`src/rtl/hilo_divu_unit_if.sv`:
```
// EX-stage bundle between the pipeline and the Hi/Lo divide unit.
// The master is the EX stage; the slave is hilo_divu_unit.
interface hilo_divu_unit_if #(
    parameter int WIDTH = 32
);
    // Handshake: an instruction is offered whenever en=1, and it is taken at a rising
    // edge only if stall=0 in that cycle. While stall=1 the EX stage must hold
    // en/Signal/dataA/dataB stable, so the held instruction is taken at the first edge
    // with stall=0. stall has no effect when en=0.
    logic             en;
    logic [5:0]       Signal;
    logic [WIDTH-1:0] dataA;
    logic [WIDTH-1:0] dataB;
    logic [WIDTH-1:0] HiOut;
    logic [WIDTH-1:0] LoOut;
    logic             busy;
    logic             done;
    logic             stall;
    logic [1:0]       state_dbg;

    modport master (
        output en, Signal, dataA, dataB,
        input  HiOut, LoOut, busy, done, stall, state_dbg
    );

    modport slave (
        input  en, Signal, dataA, dataB,
        output HiOut, LoOut, busy, done, stall, state_dbg
    );
endinterface

```
`src/rtl/hilo_divu_unit.sv`:
```
// Hi/Lo registers with a multi-cycle unsigned restoring divider for DIVU.
// Define HILO_MTHILO_EN to enable the MTHI/MTLO writes.
module hilo_divu_unit #(
    parameter int WIDTH = 32,
    parameter int CNT_W = 5
) (
    input  logic           clk,
    input  logic           rst,
    hilo_divu_unit_if.slave bus
);
    localparam logic [5:0] F_DIVU = 6'd27;
    localparam logic [5:0] F_MFHI = 6'd16;
    localparam logic [5:0] F_MFLO = 6'd18;
`ifdef HILO_MTHILO_EN
    localparam logic [5:0] F_MTHI = 6'd17;
    localparam logic [5:0] F_MTLO = 6'd19;
`endif

    typedef enum logic [1:0] {
        S_IDLE = 2'd0,
        S_DIV  = 2'd1,
        S_WB   = 2'd2
    } state_t;

    state_t           state_q, state_d;
    logic [CNT_W-1:0] cnt_q;
    logic [WIDTH-1:0] quo_q;
    logic [WIDTH-1:0] rem_q;
    logic [WIDTH-1:0] dvs_q;
    logic [WIDTH-1:0] hi_q;
    logic [WIDTH-1:0] lo_q;
    logic             done_q;

    logic             issue;
    logic             last_step;
    logic [WIDTH:0]   trial;
    logic             take;
    logic [WIDTH-1:0] rem_next;
    logic             hilo_op;

    assign issue     = (state_q == S_IDLE) && bus.en && (bus.Signal == F_DIVU);
    assign last_step = (cnt_q == CNT_W'(WIDTH - 1));

    // The shifted remainder needs one extra bit; when the subtraction happens the
    // result is below the divisor, so the low WIDTH bits are exact.
    assign trial    = {rem_q, quo_q[WIDTH-1]};
    assign take     = (trial >= {1'b0, dvs_q});
    assign rem_next = take ? (trial[WIDTH-1:0] - dvs_q) : trial[WIDTH-1:0];

    always_ff @(posedge clk or negedge rst) begin
        if (!rst) begin
            state_q <= S_IDLE;
        end else begin
            state_q <= state_d;
        end
    end

    always_comb begin
        state_d = state_q;
        case (state_q)
            S_IDLE:  if (issue) state_d = S_DIV;
            S_DIV:   if (last_step) state_d = S_WB;
            S_WB:    state_d = S_IDLE;
            default: state_d = S_IDLE;
        endcase
    end

    always_ff @(posedge clk or negedge rst) begin
        if (!rst) begin
            cnt_q  <= '0;
            quo_q  <= '0;
            rem_q  <= '0;
            dvs_q  <= '0;
            hi_q   <= '0;
            lo_q   <= '0;
            done_q <= 1'b0;
        end else begin
            done_q <= (state_q == S_WB);
            case (state_q)
                S_IDLE: begin
                    if (issue) begin
                        quo_q <= bus.dataA;
                        dvs_q <= bus.dataB;
                        rem_q <= '0;
                        cnt_q <= '0;
                    end
`ifdef HILO_MTHILO_EN
                    else if (bus.en && (bus.Signal == F_MTHI)) begin
                        hi_q <= bus.dataA;
                    end else if (bus.en && (bus.Signal == F_MTLO)) begin
                        lo_q <= bus.dataA;
                    end
`endif
                end
                S_DIV: begin
                    // The dividend drains out of the top of quo_q as quotient bits enter below.
                    rem_q <= rem_next;
                    quo_q <= {quo_q[WIDTH-2:0], take};
                    cnt_q <= cnt_q + 1'b1;
                end
                S_WB: begin
                    hi_q <= rem_q;
                    lo_q <= quo_q;
                end
                default: ;
            endcase
        end
    end

`ifdef HILO_MTHILO_EN
    assign hilo_op = (bus.Signal == F_DIVU) || (bus.Signal == F_MFHI) || (bus.Signal == F_MFLO)
                  || (bus.Signal == F_MTHI) || (bus.Signal == F_MTLO);
`else
    assign hilo_op = (bus.Signal == F_DIVU) || (bus.Signal == F_MFHI) || (bus.Signal == F_MFLO);
`endif

    assign bus.busy      = (state_q != S_IDLE);
    assign bus.stall     = bus.busy && bus.en && hilo_op;
    assign bus.done      = done_q;
    assign bus.HiOut     = hi_q;
    assign bus.LoOut     = lo_q;
    assign bus.state_dbg = state_q;
endmodule

```
`src/flat_wrapper.sv`:
```
// flat-port wrapper written by rule: the top's interface ports become plain ports
module hilo_divu_unit_flat 
#(
    parameter int WIDTH = 32,
    parameter int CNT_W = 5
)
  (clk, rst, bus_en, bus_Signal, bus_dataA, bus_dataB, bus_HiOut, bus_LoOut, bus_busy, bus_done, bus_stall, bus_state_dbg);
  hilo_divu_unit_if #(.WIDTH(WIDTH)) bus_i ();
  input  logic clk;
  input  logic rst;
  input wire logic [$bits(bus_i.en)-1:0] bus_en;
  input wire logic [$bits(bus_i.Signal)-1:0] bus_Signal;
  input wire logic [$bits(bus_i.dataA)-1:0] bus_dataA;
  input wire logic [$bits(bus_i.dataB)-1:0] bus_dataB;
  output wire logic [$bits(bus_i.HiOut)-1:0] bus_HiOut;
  output wire logic [$bits(bus_i.LoOut)-1:0] bus_LoOut;
  output wire logic [$bits(bus_i.busy)-1:0] bus_busy;
  output wire logic [$bits(bus_i.done)-1:0] bus_done;
  output wire logic [$bits(bus_i.stall)-1:0] bus_stall;
  output wire logic [$bits(bus_i.state_dbg)-1:0] bus_state_dbg;
  assign bus_i.en = bus_en;
  assign bus_i.Signal = bus_Signal;
  assign bus_i.dataA = bus_dataA;
  assign bus_i.dataB = bus_dataB;
  assign bus_HiOut = bus_i.HiOut;
  assign bus_LoOut = bus_i.LoOut;
  assign bus_busy = bus_i.busy;
  assign bus_done = bus_i.done;
  assign bus_stall = bus_i.stall;
  assign bus_state_dbg = bus_i.state_dbg;
  hilo_divu_unit #(.WIDTH(WIDTH), .CNT_W(CNT_W)) u_core (.clk(clk), .rst(rst), .bus(bus_i));
endmodule
```
`config.mk`:
```
export PLATFORM = sky130hd
export DESIGN_NAME = hilo_divu_unit_flat
export DESIGN_NICKNAME = d
export VERILOG_FILES = /design/src/rtl/hilo_divu_unit_if.sv /design/src/rtl/hilo_divu_unit.sv /design/src/flat_wrapper.sv
export SDC_FILE = /design/constraint.sdc
export NUM_CORES = 1
export LEC_CHECK = 0
export CELL_PAD_IN_SITES_DETAIL_PLACEMENT = 1
export CELL_PAD_IN_SITES_GLOBAL_PLACEMENT = 1
export CORE_MARGIN = 2
export CORE_UTILIZATION = 40
export CTS_BUF_LIST = sky130_fd_sc_hd__clkbuf_16
export CTS_CLUSTER_DIAMETER = 120
export DETAILED_ROUTE_END_ITERATION = 10
export HOLD_SLACK_MARGIN = 0.12
export PLACE_DENSITY = 0.76
export SYNTH_ARGS = -nofsm -noshare
export SYNTH_HDL_FRONTEND = slang
export SYNTH_SLANG_ARGS = --single-unit
```
`constraint.sdc`:
```
create_clock -name clk -period 3.45 [get_ports clk]
set_clock_uncertainty 0.1 [all_clocks]
set_input_delay 0.69 -clock clk [delete_from_list [all_inputs] [get_ports clk]]
set_output_delay 0.69 -clock clk [all_outputs]
set_load 0.02 [all_outputs]
```
# Word-level counts from Yosys, hierarchy flattened
# Index checks and enable logic that the tools add are counted.
# word_totals
reg_bits,168
latch_bits,0
ramBits,0
romBits,0
inputBits,73
elab_cells,41
memories,0
# op_classes
n_addsub,2
mul,0
div,0
n_lt_le_gt_ge,1
eq_ne,8
shift,0
muxes,10
bitwise_logic,0
n_reduce_logical,12
# ops
operator,count
32-bit case mux with 2 select lines,2
32-bit 2-to-1 mux,3
33-bit by 32-bit >= comparator with 1-bit output,1
32-bit subtractor,1
6-bit by 5-bit == test with 1-bit output (second input constant),3
5-bit case mux with 2 select lines,1
2-bit AND reduction,3
5-bit by 1-bit adder with 5-bit output (second input constant),1
5-bit == test (second input constant),1
5-bit 2-to-1 mux,1
1-bit logical AND,4
2-bit 2-to-1 mux,2
2-bit by 1-bit != test with 1-bit output (second input constant),2
2-bit case mux with 2 select lines,1
2-bit nonzero test,2
2-bit by 1-bit == test with 1-bit output (second input constant),1
2-bit == test (second input constant),1
2-bit logical NOT,1
1-bit logical OR,2

# Depth between registers and ports, before layout
# Gate-level depths: netlist of run 1.
# logic_depth
word_depth,5
mapped_depth,13
ltp_nobuf,12

# Least setup slack after synthesis of run 1
# Ideal clock, no wire load.
# synth_timing
path_type,register to register
from,reg u_core.rem_q[7]
to,reg u_core.rem_q[10]
arrival_time_ns,2.695
t_required_ns,3.218
path_slack_ns,0.523
stages_incl_launch_ff,13
path_buffers,2
period_less_slack_ns,2.927
cell_sequence,dfrtp_1 -> ha_1 -> buf_2 -> and4_1 -> nand3_1 -> a21oi_2 -> nor3_2 -> and3_4 -> o41a_4 -> o21ai_4 -> buf_6 -> mux2i_1 -> o21ai_1
# synth_between
elab_chain_cells,3
# synth_rtl
item,line_no,rtl
from (decl),hilo_divu_unit.sv:28,logic [WIDTH-1:0] rem_q;
from (signal assigned),hilo_divu_unit.sv:97,rem_q <= rem_next;
32-bit subtractor or 33-bit by 32-bit >= comparator with 1-bit output (tied branches),"hilo_divu_unit.sv:48, hilo_divu_unit.sv:47",
32-bit 2-to-1 mux *,hilo_divu_unit.sv:48,assign rem_next = take ? (trial[WIDTH-1:0] - dvs_q) : trial[WIDTH-1:0];
32-bit case mux with 2 select lines *,hilo_divu_unit.sv:79,case (state_q)
# Mark *: on every way between the ends. The rest lies on a longest branch, timed or not.
# A chain may end at the register's enable or synchronous reset.

# Worst setup path in the final report of run 1
# layout_timing
from,reg u_core.rem_q[9]
to,reg u_core.rem_q[0]
# layout_between
elab_chain_cells,3
# layout_rtl
item,line_no,rtl
33-bit by 32-bit >= comparator with 1-bit output,hilo_divu_unit.sv:47,"assign take = (trial >= {1'b0, dvs_q});"
32-bit 2-to-1 mux,hilo_divu_unit.sv:48,
32-bit case mux with 2 select lines,hilo_divu_unit.sv:79,
# No other way between the ends.

==> flow_metrics.tcl, run 1 <==
set metrics [dict create \
    setup_violations 0 \
    cp.arrival_ns 3.51 \
    syn2layout_area_growth_pct 28.0 \
    grt_start_max_net_pins 83 \
    endpoint_kind "flip-flop" \
    htree_num_levels 4 \
    combPwrFrac 0.380 \
    yosys.cell_types.count 60 \
    nNetsFinal 1130 \
    ff2ff_path_depth 11 \
    drt-wirelength-per-cell_um 18.5 \
    ys_ff_latch 168 \
    grt_pass1_vias 7707 \
    multiInputGateArea_um2 4110 \
    p_per_area_nw_per_um2 689 \
    drv_slew 0 \
    slew_headroom 0.354 \
    clk-insertion-delay-late_ns 0.45 \
    post-route-min-period_ns 3.25 \
    nFillCells 2334 \
    critPathKind "flip-flop to flip-flop" \
    synth-edff-count 0 \
    place_congestion 0.850 \
    hold_violations 0 \
    via_per_inst 5.36 \
    p_seq_frac 0.365 \
    power.total_mw 7.64 \
    drive_gt1_frac 0.134 \
    synth_ff_type "dfrtp_1" \
    rows 53 \
    core-area_um2 21200 \
    synth_warnings 0 \
    critPathLaunchType "flip-flop" \
    dpl.hpwl_um 16600 \
    path_cells "ha_1, and3_1, and2_1, a221o_1, nor3_2, and3_4, o41a_4, o21ai_4, buf_4, mux2_2, o21ai_1" \
    p_clk_frac 0.255 \
    drv_cap 0 \
    root_buffer "clkbuf_16" \
    cts_buffer_depth 2 \
    ys_async_sr_fraction 1.00 \
    crit_family "compound AO/OA/AOI/OAI gates" \
    timing.final.crit_share 0.941 \
    syn_avg_cell_area_um2 9.76 \
    antenna_found_initial 0 \
    drt_wl_total_um 24200 \
    worstReg2RegEnd "u_core.rem_q[0]" \
    fin_tns_setup_ns 0 \
    irDropWorstVdd_uv 371 \
    critPathMaxStageDelay_ns 0.52 \
    die_w_um 151 \
    antenna_cells 0 \
    postLayoutCoreUtil 0.524 \
    worstPathRequired_ns 3.71 \
    ys_seq_area_frac 0.485 \
    holdWs_ns 0.186 \
    dieHeight_um 151 \
    first_iter_violations 293 \
    vias 7018 \
    hold_class "input port to asynchronous set/reset pin" \
    r2r_slack_ns 0.20 \
    first_pass_iters 5 \
    max_freq_mhz 308 \
    worstPathMaxFanout 6 \
    numCtsBuffers 17 \
    synthCells 887 \
    overflow 0 \
    critPathLaunch "u_core.rem_q[9]" \
    dieArea_um2 22800 \
    reg2reg_from "u_core.rem_q[9]" \
    clkTransAtPathRegs_ns 0.07 \
    power.net_switching_mw 2.97 \
    crit_buf_inv 1 \
    grt_pass1_wl_um 39600 \
    syn-num-nets 995 \
    route.detailed.drc 0 \
    seq_area_um2 4200 \
    rsz0062_at_grt "no" \
    cts_tree "yes" \
    initial_core_util 0.409 \
    switching_share 0.389 \
    worst_slew_pin_slew_ns 0.969 \
    internal-power_mw 4.66 \
    grt_usage 0.223 \
    syn_area_um2 8660 \
    antenna_left 0 \
    clock-sinks 168 \
    io_buffers 141 \
    run_status "completed" \
    ioPinCount 142 \
    cpMaxStageDelayCell "o41a_4" \
    p_leak_nw 4.91 \
]
[layout make-up]
cell class / count / area share
clock inverters: 15 / 0.0165
clock buffers: 17 / 0.0384
inverters: 39 / 0.0132
well taps: 275 / 0.0310
repair buffers: 170 / 0.151
multi-input cells: 626 / 0.371
flip-flops and latches: 168 / 0.379
[placed cells by master (no fill, tap or decap), drive strengths merged, types with 3 or more instances in the layout]
| master | netlist | routed |
|---|---|---|
| o21a | 5 | 5 |
| nand4 | 10 | 10 |
| nor2 | 55 | 55 |
| a31oi | 37 | 37 |
| nand3 | 25 | 25 |
| clkinv | 0 | 8 |
| mux2i | 25 | 25 |
| clkbuf | 49 | 17 |
| and3 | 5 | 5 |
| o21ai | 89 | 89 |
| buf | 5 | 30 |
| clkdlybuf4s50 | 0 | 140 |
| o21bai | 3 | 3 |
| inv | 39 | 45 |
| xor2 | 12 | 12 |
| xnor2 | 15 | 15 |
| a21o | 17 | 17 |
| nand2 | 144 | 144 |
| nor4 | 3 | 3 |
| dfrtp | 168 | 168 |
| nor3 | 5 | 5 |
| a21oi | 29 | 29 |
| nor2b | 6 | 6 |
| nand2b | 4 | 4 |
| mux2 | 64 | 64 |
| and4 | 3 | 3 |
| ha | 34 | 34 |
[synthesized netlist by cell type, types with 3 or more instances]
cell type / count / area, um2
o21bai_1: 3 / 22.5
clkbuf_1: 48 / 180
nand2b_1: 4 / 25.0
nand3_1: 25 / 125
o21a_1: 5 / 37.5
xnor2_1: 15 / 131
and3_1: 4 / 25.0
and4_1: 3 / 26.3
buf_6: 3 / 33.8
nor3_1: 4 / 20.0
a21oi_1: 28 / 140
nor2_1: 55 / 206
nor2b_1: 6 / 37.5
xor2_1: 12 / 105
ha_1: 34 / 425
mux2_2: 64 / 721
a21o_1: 17 / 128
nand4_1: 10 / 62.6
o21ai_1: 27 / 135
mux2i_1: 25 / 250
o21ai_0: 61 / 305
nand2_1: 144 / 541
inv_1: 39 / 146
dfrtp_1: 168 / 4200
nor4_1: 3 / 18.8
a31oi_1: 37 / 231
[state kept, by name, indices dropped and copies added (netlist names)]
signal,flops
u_core.quo_q,32
u_core.dvs_q,32
u_core.rem_q,32
u_core.bus.LoOut,32
u_core.bus.HiOut,32
u_core.bus.done,1
u_core.bus.state_dbg,2
u_core.cnt_q,5
[repair_timing]
action / 4_1_cts / 5_1_grt
endpoints found under the setup margin: 0 / 28
setup buffers: 0 / 3
hold buffers: 0 / 0
gates resized for setup: 0 / 2
[worst reg2reg max path, delay by kind of cell (launching register included)]
| family | cells | cell delay, ns |
|---|---|---|
| compound gates | 4 | 1.11 |
| simple gates | 4 | 0.64 |
| flops | 1 | 0.41 |
| fa+ha+maj | 1 | 0.40 |
| mux | 1 | 0.32 |
| buf+inv | 1 | 0.19 |
[power by group through the flow]
| stage | clock network (mW) | logic, mW | registers, mW |
|---|---|---|---|
| after CTS | 1.99 | 2.87 | 2.79 |
| after floorplan | 0 | 2.00 | 2.73 |
| after global routing | 2.06 | 3.22 | 2.86 |
| after detailed placement | 0 | 2.81 | 2.81 |
| final | 1.95 | 2.90 | 2.78 |
| after global placement | 0 | 2.73 | 2.79 |
[worst max path at each step]
stage               cells past startpoint  slack, ns          endpoint
floorplan                              12       0.52  u_core.rem_q[10]
global placement                       13       0.09  u_core.rem_q[28]
detailed placement                     13       0.08  u_core.rem_q[28]
CTS                                    13       0.05  u_core.rem_q[28]
global route                           14      0.008  u_core.rem_q[28]
finish                                 11       0.20   u_core.rem_q[0]
[layer usage]
metal	vias up	GRT usage	routed length [um]
met1	3501	0.283	10900
li1	3355	-	-
met3	29	0.0497	1030
met4	0	0.0673	387
met5	-	0	0
met2	133	0.381	11800
[kinds of logic (layout without fill, tap and decap cells)]
family / Yosys count / in the layout / share of synthesized area
adders and majority gates: 35 / 35 / 0.0514
DFF: 168 / 168 / 0.485
buffers and inverters: 93 / 241 / 0.0432
and+or+nand+nor: 270 / 270 / 0.137
AOI/OAI and AO/OA: 205 / 205 / 0.144
xor gates and xnor gates: 27 / 27 / 0.0273
muxes: 89 / 89 / 0.112
[metrics by stage]
stage / cells / area [um2] / setup WS [ns]
4_1_cts: 1307 / 11100 / 0.0546
2_1_floorplan: 887 / 8660 / 0.523
3_3_place_gp: 1275 / 10400 / 0.0918
5_1_grt: 1310 / 11100 / 0.00772
6_report: 1310 / 11100 / 0.202
3_5_place_dp: 1275 / 10400 / 0.0844
Power figures use the tool's default switching activity.
==> run 2, diff against run 1 <==
--- a/config.mk
+++ b/config.mk
@@ -12,8 +12,10 @@
 export CTS_BUF_LIST = sky130_fd_sc_hd__clkbuf_16
 export CTS_CLUSTER_DIAMETER = 120
 export DETAILED_ROUTE_END_ITERATION = 10
+export DONT_BUFFER_PORTS = 1
 export HOLD_SLACK_MARGIN = 0.12
-export PLACE_DENSITY = 0.76
+export PLACE_DENSITY = 0.65
+export SETUP_SLACK_MARGIN = 0.02
 export SYNTH_ARGS = -nofsm -noshare
 export SYNTH_HDL_FRONTEND = slang
 export SYNTH_SLANG_ARGS = --single-unit
==> run 2 against run 1 <==
Compared with the run above:
- the run now ends with hold timing left
- clock-buffer cell count did not move
- utilization is 7.1 points lower
- global-route usage shrank 1.6 points
- worst hold slack worse by 0.35 ns
- non-clock buffer count fell by 156
- register-to-register slack is essentially flat
- largest cell class unchanged
- sequential power grew 1%
- largest power group is now sequential cells
- die area unchanged
==> flow_metrics.tcl, run 2 (synthesis gave the netlist of run 1 again) <==
set metrics [dict create \
    timing.final.crit_share 0.939 \
    violations "hold timing" \
    dieArea_um2 22800 \
    drt_wl_total_um 22800 \
    first_pass_iters 4 \
    slew_headroom 0.329 \
    internal-power_mw 4.53 \
    first_iter_violations 369 \
    numCtsBuffers 17 \
    antenna_cells 0 \
    power.net_switching_mw 2.91 \
    grt_usage 0.207 \
    fin_tns_setup_ns 0 \
    grt_start_max_net_pins 169 \
    worst_slew_pin_slew_ns 1.01 \
    critPathLaunchType "flip-flop" \
    drv_cap 0 \
    top_layer "met4" \
    syn2layout_area_growth_pct 10.6 \
    io_buffers 0 \
    p_per_area_nw_per_um2 777 \
    cts_buffer_depth 2 \
    via_per_inst 5.55 \
    ff2ff_path_depth 11 \
    drv_slew 0 \
    overflow 0 \
    worstPathMaxFanout 8 \
    root_buffer "clkbuf_16" \
    route.met3.wl_um 1110 \
    die_w_um 151 \
    clock-sinks 168 \
    clk-insertion-delay-late_ns 0.45 \
    antenna_left 0 \
    switching_share 0.392 \
    cts_setup_buffers 0 \
    htree_num_levels 4 \
    combPwrFrac 0.353 \
    dieHeight_um 151 \
    p_seq_frac 0.379 \
    cts_tree "yes" \
    worstPathRequired_ns 3.66 \
    initial_core_util 0.409 \
    wl_met1_um 10100 \
    nNetsFinal 974 \
    r2r_slack_ns 0.21 \
    setup_violations 0 \
    drt-wirelength-per-cell_um 19.7 \
    layout_common_cells "dfrtp_1, nand2_1, mux2_2, o21ai_0, nor2_1" \
    dpl.hpwl_um 15400 \
    post-route-min-period_ns 3.24 \
    place_congestion 0.877 \
    p_clk_frac 0.268 \
    hold_violations 168 \
    multiInputGateArea_um2 4140 \
    ioPinCount 142 \
    irDropWorstVdd_uv 347 \
    crit_buf_inv 1 \
    route.detailed.drc 0 \
    critPathMaxStageDelay_ns 0.52 \
    worstReg2RegEnd "u_core.rem_q[8]" \
    hold_class "input port to asynchronous set/reset pin" \
    rsz0062_at_grt "yes" \
    drive_gt1_frac 0.144 \
    met2_length_um 11300 \
    nFillCells 2359 \
    core-area_um2 21200 \
    reg2reg_from "u_core.rem_q[9]" \
    grt_pass1_vias 6800 \
    holdWs_ns -0.166 \
    power.total_mw 7.44 \
    run_status "finished, violations left" \
    rows 53 \
    cpMaxStageDelayCell "o41a_4" \
    crit_family "compound AO/OA/AOI/OAI gates" \
    p_leak_nw 4.28 \
    final_common_cell "dfrtp_1" \
    grt_pass1_wl_um 36800 \
    critPathKind "flip-flop to flip-flop" \
    max_freq_mhz 309 \
    path_cells "ha_2, and3_1, and2_1, a221o_1, nor3_4, and3_4, o41a_4, o21ai_4, buf_4, mux2i_1, o21ai_1" \
    antenna_found_initial 0 \
    worst-path-stages 11 \
    cp.arrival_ns 3.45 \
    seq_area_um2 4200 \
    endpoint_kind "flip-flop" \
    vias 6401 \
    clkTransAtPathRegs_ns 0.08 \
]
==> run 2: cell types whose count changed in the layout (fill, tap and decap cells not counted), sizes merged <==
cell / previous run / this run
buf: 30 / 14
clkinvlp: 1 / 0
clkinv: 8 / 5
clkdlybuf4s50: 140 / 0
inv: 45 / 49
==> run 2: repair_timing <==
action | CTS | global route
gates resized for setup | 0 | 8
setup endpoints to repair | 0 | 24
endpoints found under the hold margin | 168 | 168
==> run 2: worst max-delay path by stage <==
stage	from	to	slack [ns]
final	u_core.rem_q[9]	u_core.rem_q[8]	0.21
after global routing	u_core.quo_q[31]	u_core.rem_q[30]	0.01
after CTS	u_core.quo_q[31]	u_core.rem_q[30]	0.07
after detailed placement	u_core.quo_q[31]	u_core.rem_q[30]	0.19
after global placement	u_core.quo_q[31]	u_core.rem_q[30]	0.19
after floorplan	u_core.rem_q[7]	u_core.rem_q[10]	0.52
==> run 2: power groups by stage <==
| stage | Combinational, mW | Sequential [mW] | Clock [mW] |
|---|---|---|---|
| final | 2.63 | 2.82 | 1.99 |
| after global routing | 2.95 | 2.90 | 2.12 |
| after CTS | 2.61 | 2.83 | 2.06 |
| after detailed placement | 2.57 | 2.87 | 0 |
| after global placement | 2.47 | 2.83 | 0 |
| after floorplan | 2.00 | 2.73 | 0 |
==> run 2: metal layers <==
metal	vias to the layer above	track usage
met3	20	0.0497
met5	-	0
met4	0	0.0607
met1	3210	0.264
li1	3052	-
met2	119	0.349
==> run 2: stage by stage <==
stage | hold slack, ns | utilization | setup WS, ns | instance area (um2) | instances
after floorplan | 0.294 | - | 0.523 | 8660 | 887
after global placement | 0.303 | 0.422 | 0.189 | 8930 | 1122
after detailed placement | 0.303 | 0.422 | 0.192 | 8930 | 1122
after CTS | -0.180 | 0.451 | 0.0678 | 9540 | 1154
after global routing | -0.181 | 0.453 | 0.0141 | 9580 | 1154
final | -0.166 | 0.453 | 0.211 | 9580 | 1154
==> run 2: worst reg2reg max path: stages, from the launching register on <==
cell     delay [ns]
dfrtp_1        0.43
ha_2           0.40
and3_1         0.24
and2_1         0.15
a221o_1        0.18
nor3_4         0.08
and3_4         0.19
o41a_4         0.52
o21ai_4        0.27
buf_4          0.25
mux2i_1        0.23
o21ai_1        0.08
==> run 2: cell type report <==
class,instances,share of cell area
Clock buffer,17,0.0444
Clock inverter,15,0.0197
Inverter,39,0.0153
Multi-Input combinational cell,626,0.432
Sequential cell,168,0.439
Tap cell,275,0.0359
Timing Repair Buffer,14,0.0136
==> run 3, diff against run 2 <==
--- a/config.mk
+++ b/config.mk
@@ -8,13 +8,13 @@
 export CELL_PAD_IN_SITES_DETAIL_PLACEMENT = 1
 export CELL_PAD_IN_SITES_GLOBAL_PLACEMENT = 1
 export CORE_MARGIN = 2
-export CORE_UTILIZATION = 40
+export CORE_UTILIZATION = 49
 export CTS_BUF_LIST = sky130_fd_sc_hd__clkbuf_16
 export CTS_CLUSTER_DIAMETER = 120
 export DETAILED_ROUTE_END_ITERATION = 10
 export DONT_BUFFER_PORTS = 1
 export HOLD_SLACK_MARGIN = 0.12
-export PLACE_DENSITY = 0.65
+export PLACE_DENSITY = 0.78
 export SETUP_SLACK_MARGIN = 0.02
 export SYNTH_ARGS = -nofsm -noshare
 export SYNTH_HDL_FRONTEND = slang
==> run 3 against run 2 <==
Compared with the run above:
- the run still ends with hold timing left
- routed wire length increased by 1.5%
- sequential share of layout area increased by 0.66 points
- combinational power about the same
==> flow_metrics.tcl, run 3 (synthesis gave the netlist of run 1 again) <==
set metrics [dict create \
    final_common_cell "dfrtp_1" \
    root_buffer "clkbuf_16" \
    drt-wirelength-per-cell_um 21.0 \
    numCtsBuffers 17 \
    route.detailed.drc 0 \
    first_pass_iters 4 \
    antenna_cells 0 \
    endpoint_kind "flip-flop" \
    power.total_mw 7.36 \
    holdWs_ns -0.140 \
    irDropWorstVdd_uv 477 \
    hold_violations 168 \
    post-route-min-period_ns 3.27 \
    drive_gt1_frac 0.134 \
    antenna_left 0 \
    core-area_um2 17300 \
    p_leak_nw 4.26 \
    drv_slew 0 \
    critPathKind "flip-flop to flip-flop" \
    critPathLaunchType "flip-flop" \
    worstPathMaxFanout 22 \
    combPwrFrac 0.354 \
    syn2layout_area_growth_pct 8.94 \
    grt_pass1_vias 7031 \
    overflow 0 \
    worstPathRequired_ns 3.70 \
    slew_headroom 0.469 \
    cts_setup_buffers 0 \
    grt_usage 0.257 \
    dieArea_um2 18800 \
    clock-sinks 168 \
    dpl.hpwl_um 15800 \
    p_clk_frac 0.260 \
    switching_share 0.380 \
    antenna_found_initial 0 \
    p_seq_frac 0.385 \
    initial_core_util 0.501 \
    die_w_um 137 \
    max_freq_mhz 306 \
    cp.arrival_ns 3.52 \
    grt_pass1_wl_um 37300 \
    rows 48 \
    vias 6539 \
    cts_buffer_depth 2 \
    violations "hold timing" \
    drv_cap 0 \
    setup_violations 0 \
    clkTransAtPathRegs_ns 0.07 \
    timing.final.crit_share 0.948 \
    run_status "finished, violations left" \
    first_iter_violations 414 \
    p_per_area_nw_per_um2 780 \
    worst_slew_pin_slew_ns 0.796 \
    via_per_inst 5.94 \
    fin_tns_setup_ns 0 \
    nNetsFinal 972 \
    layout_common_cells "dfrtp_1, nand2_1, mux2_2, o21ai_0, nor2_1" \
    power.net_switching_mw 2.80 \
    internal-power_mw 4.56 \
    rsz0062_at_grt "no" \
    cts_tree "yes" \
    grt_start_max_net_pins 169 \
    hold_class "input port to asynchronous set/reset pin" \
    drt_wl_total_um 23100 \
    place_congestion 0.906 \
    ioPinCount 142 \
    io_buffers 0 \
    htree_num_levels 4 \
    clk-insertion-delay-late_ns 0.43 \
    dieHeight_um 137 \
]
## run 3: repair_timing
action,CTS,global route
resized for setup,0,3
endpoints found under the setup margin,0,9
hold endpoints to repair,168,168
## run 3: final cells by class
class	instances	area (um2)
Inverter	39	146
Timing Repair Buffer	12	115
Fill cell	1940	7860
Clock inverter	14	150
Tap cell	225	282
Sequential cell	168	4200
Clock buffer	17	425
Multi-Input combinational cell	626	4110
## run 3: metrics by stage
step | cells | hold slack, ns | util | instance area (um2) | setup slack, ns
4_1_cts | 1101 | -0.160 | 0.545 | 9420 | 0.128
3_3_place_gp | 1070 | 0.300 | 0.511 | 8840 | 0.232
5_1_grt | 1101 | -0.163 | 0.545 | 9430 | 0.0256
3_5_place_dp | 1070 | 0.300 | 0.511 | 8840 | 0.201
2_1_floorplan | 887 | 0.294 | - | 8660 | 0.523
6_report | 1101 | -0.140 | 0.545 | 9430 | 0.178
## run 3: power groups by stage
stage	Sequential (mW)	Clock, mW	Combinational, mW
detailed placement	2.86	0	2.54
global route	2.90	2.03	2.90
floorplan	2.73	0	2.00
finish	2.84	1.92	2.61
global placement	2.82	0	2.42
CTS	2.84	1.95	2.60
## run 3: critical path: stages (launching register included)
cell and delay [ns]:
dfrtp_1 0.42, ha_1 0.45, and4_1 0.25, nand3_1 0.09
a21oi_2 0.18, nor3_4 0.09, and3_4 0.19, o41a_4 0.52
o21ai_4 0.20, buf_12 0.22, mux2_2 0.36, o21ai_1 0.11
## run 3: metal layers
metal	up-vias	GRT usage	share of wire
met4	0	0.0813	0.014
met2	114	0.433	0.51
li1	3041	-	-
met3	23	0.0656	0.051
met1	3361	0.323	0.43
met5	-	0	0
## run 3: path summary, 6_finish.rpt
| path | slack [ns] | to | depth (start not counted) | startpoint |
|---|---|---|---|---|
| max | 0.18 | u_core.rem_q[1] | 11 | u_core.rem_q[6] |
| min | -0.14 | u_core.dvs_q[17] | 0 | rst |
| max reg2reg | 0.18 | u_core.rem_q[1] | 11 | u_core.rem_q[6] |
| min reg2reg | 0.41 | u_core.cnt_q[3] | 1 | u_core.cnt_q[3] |
| max in group asynchronous | 3.06 | u_core.quo_q[21] | 0 | rst |
| min in group clk | 0.28 | u_core.dvs_q[5] | 2 | bus_dataB[5] |
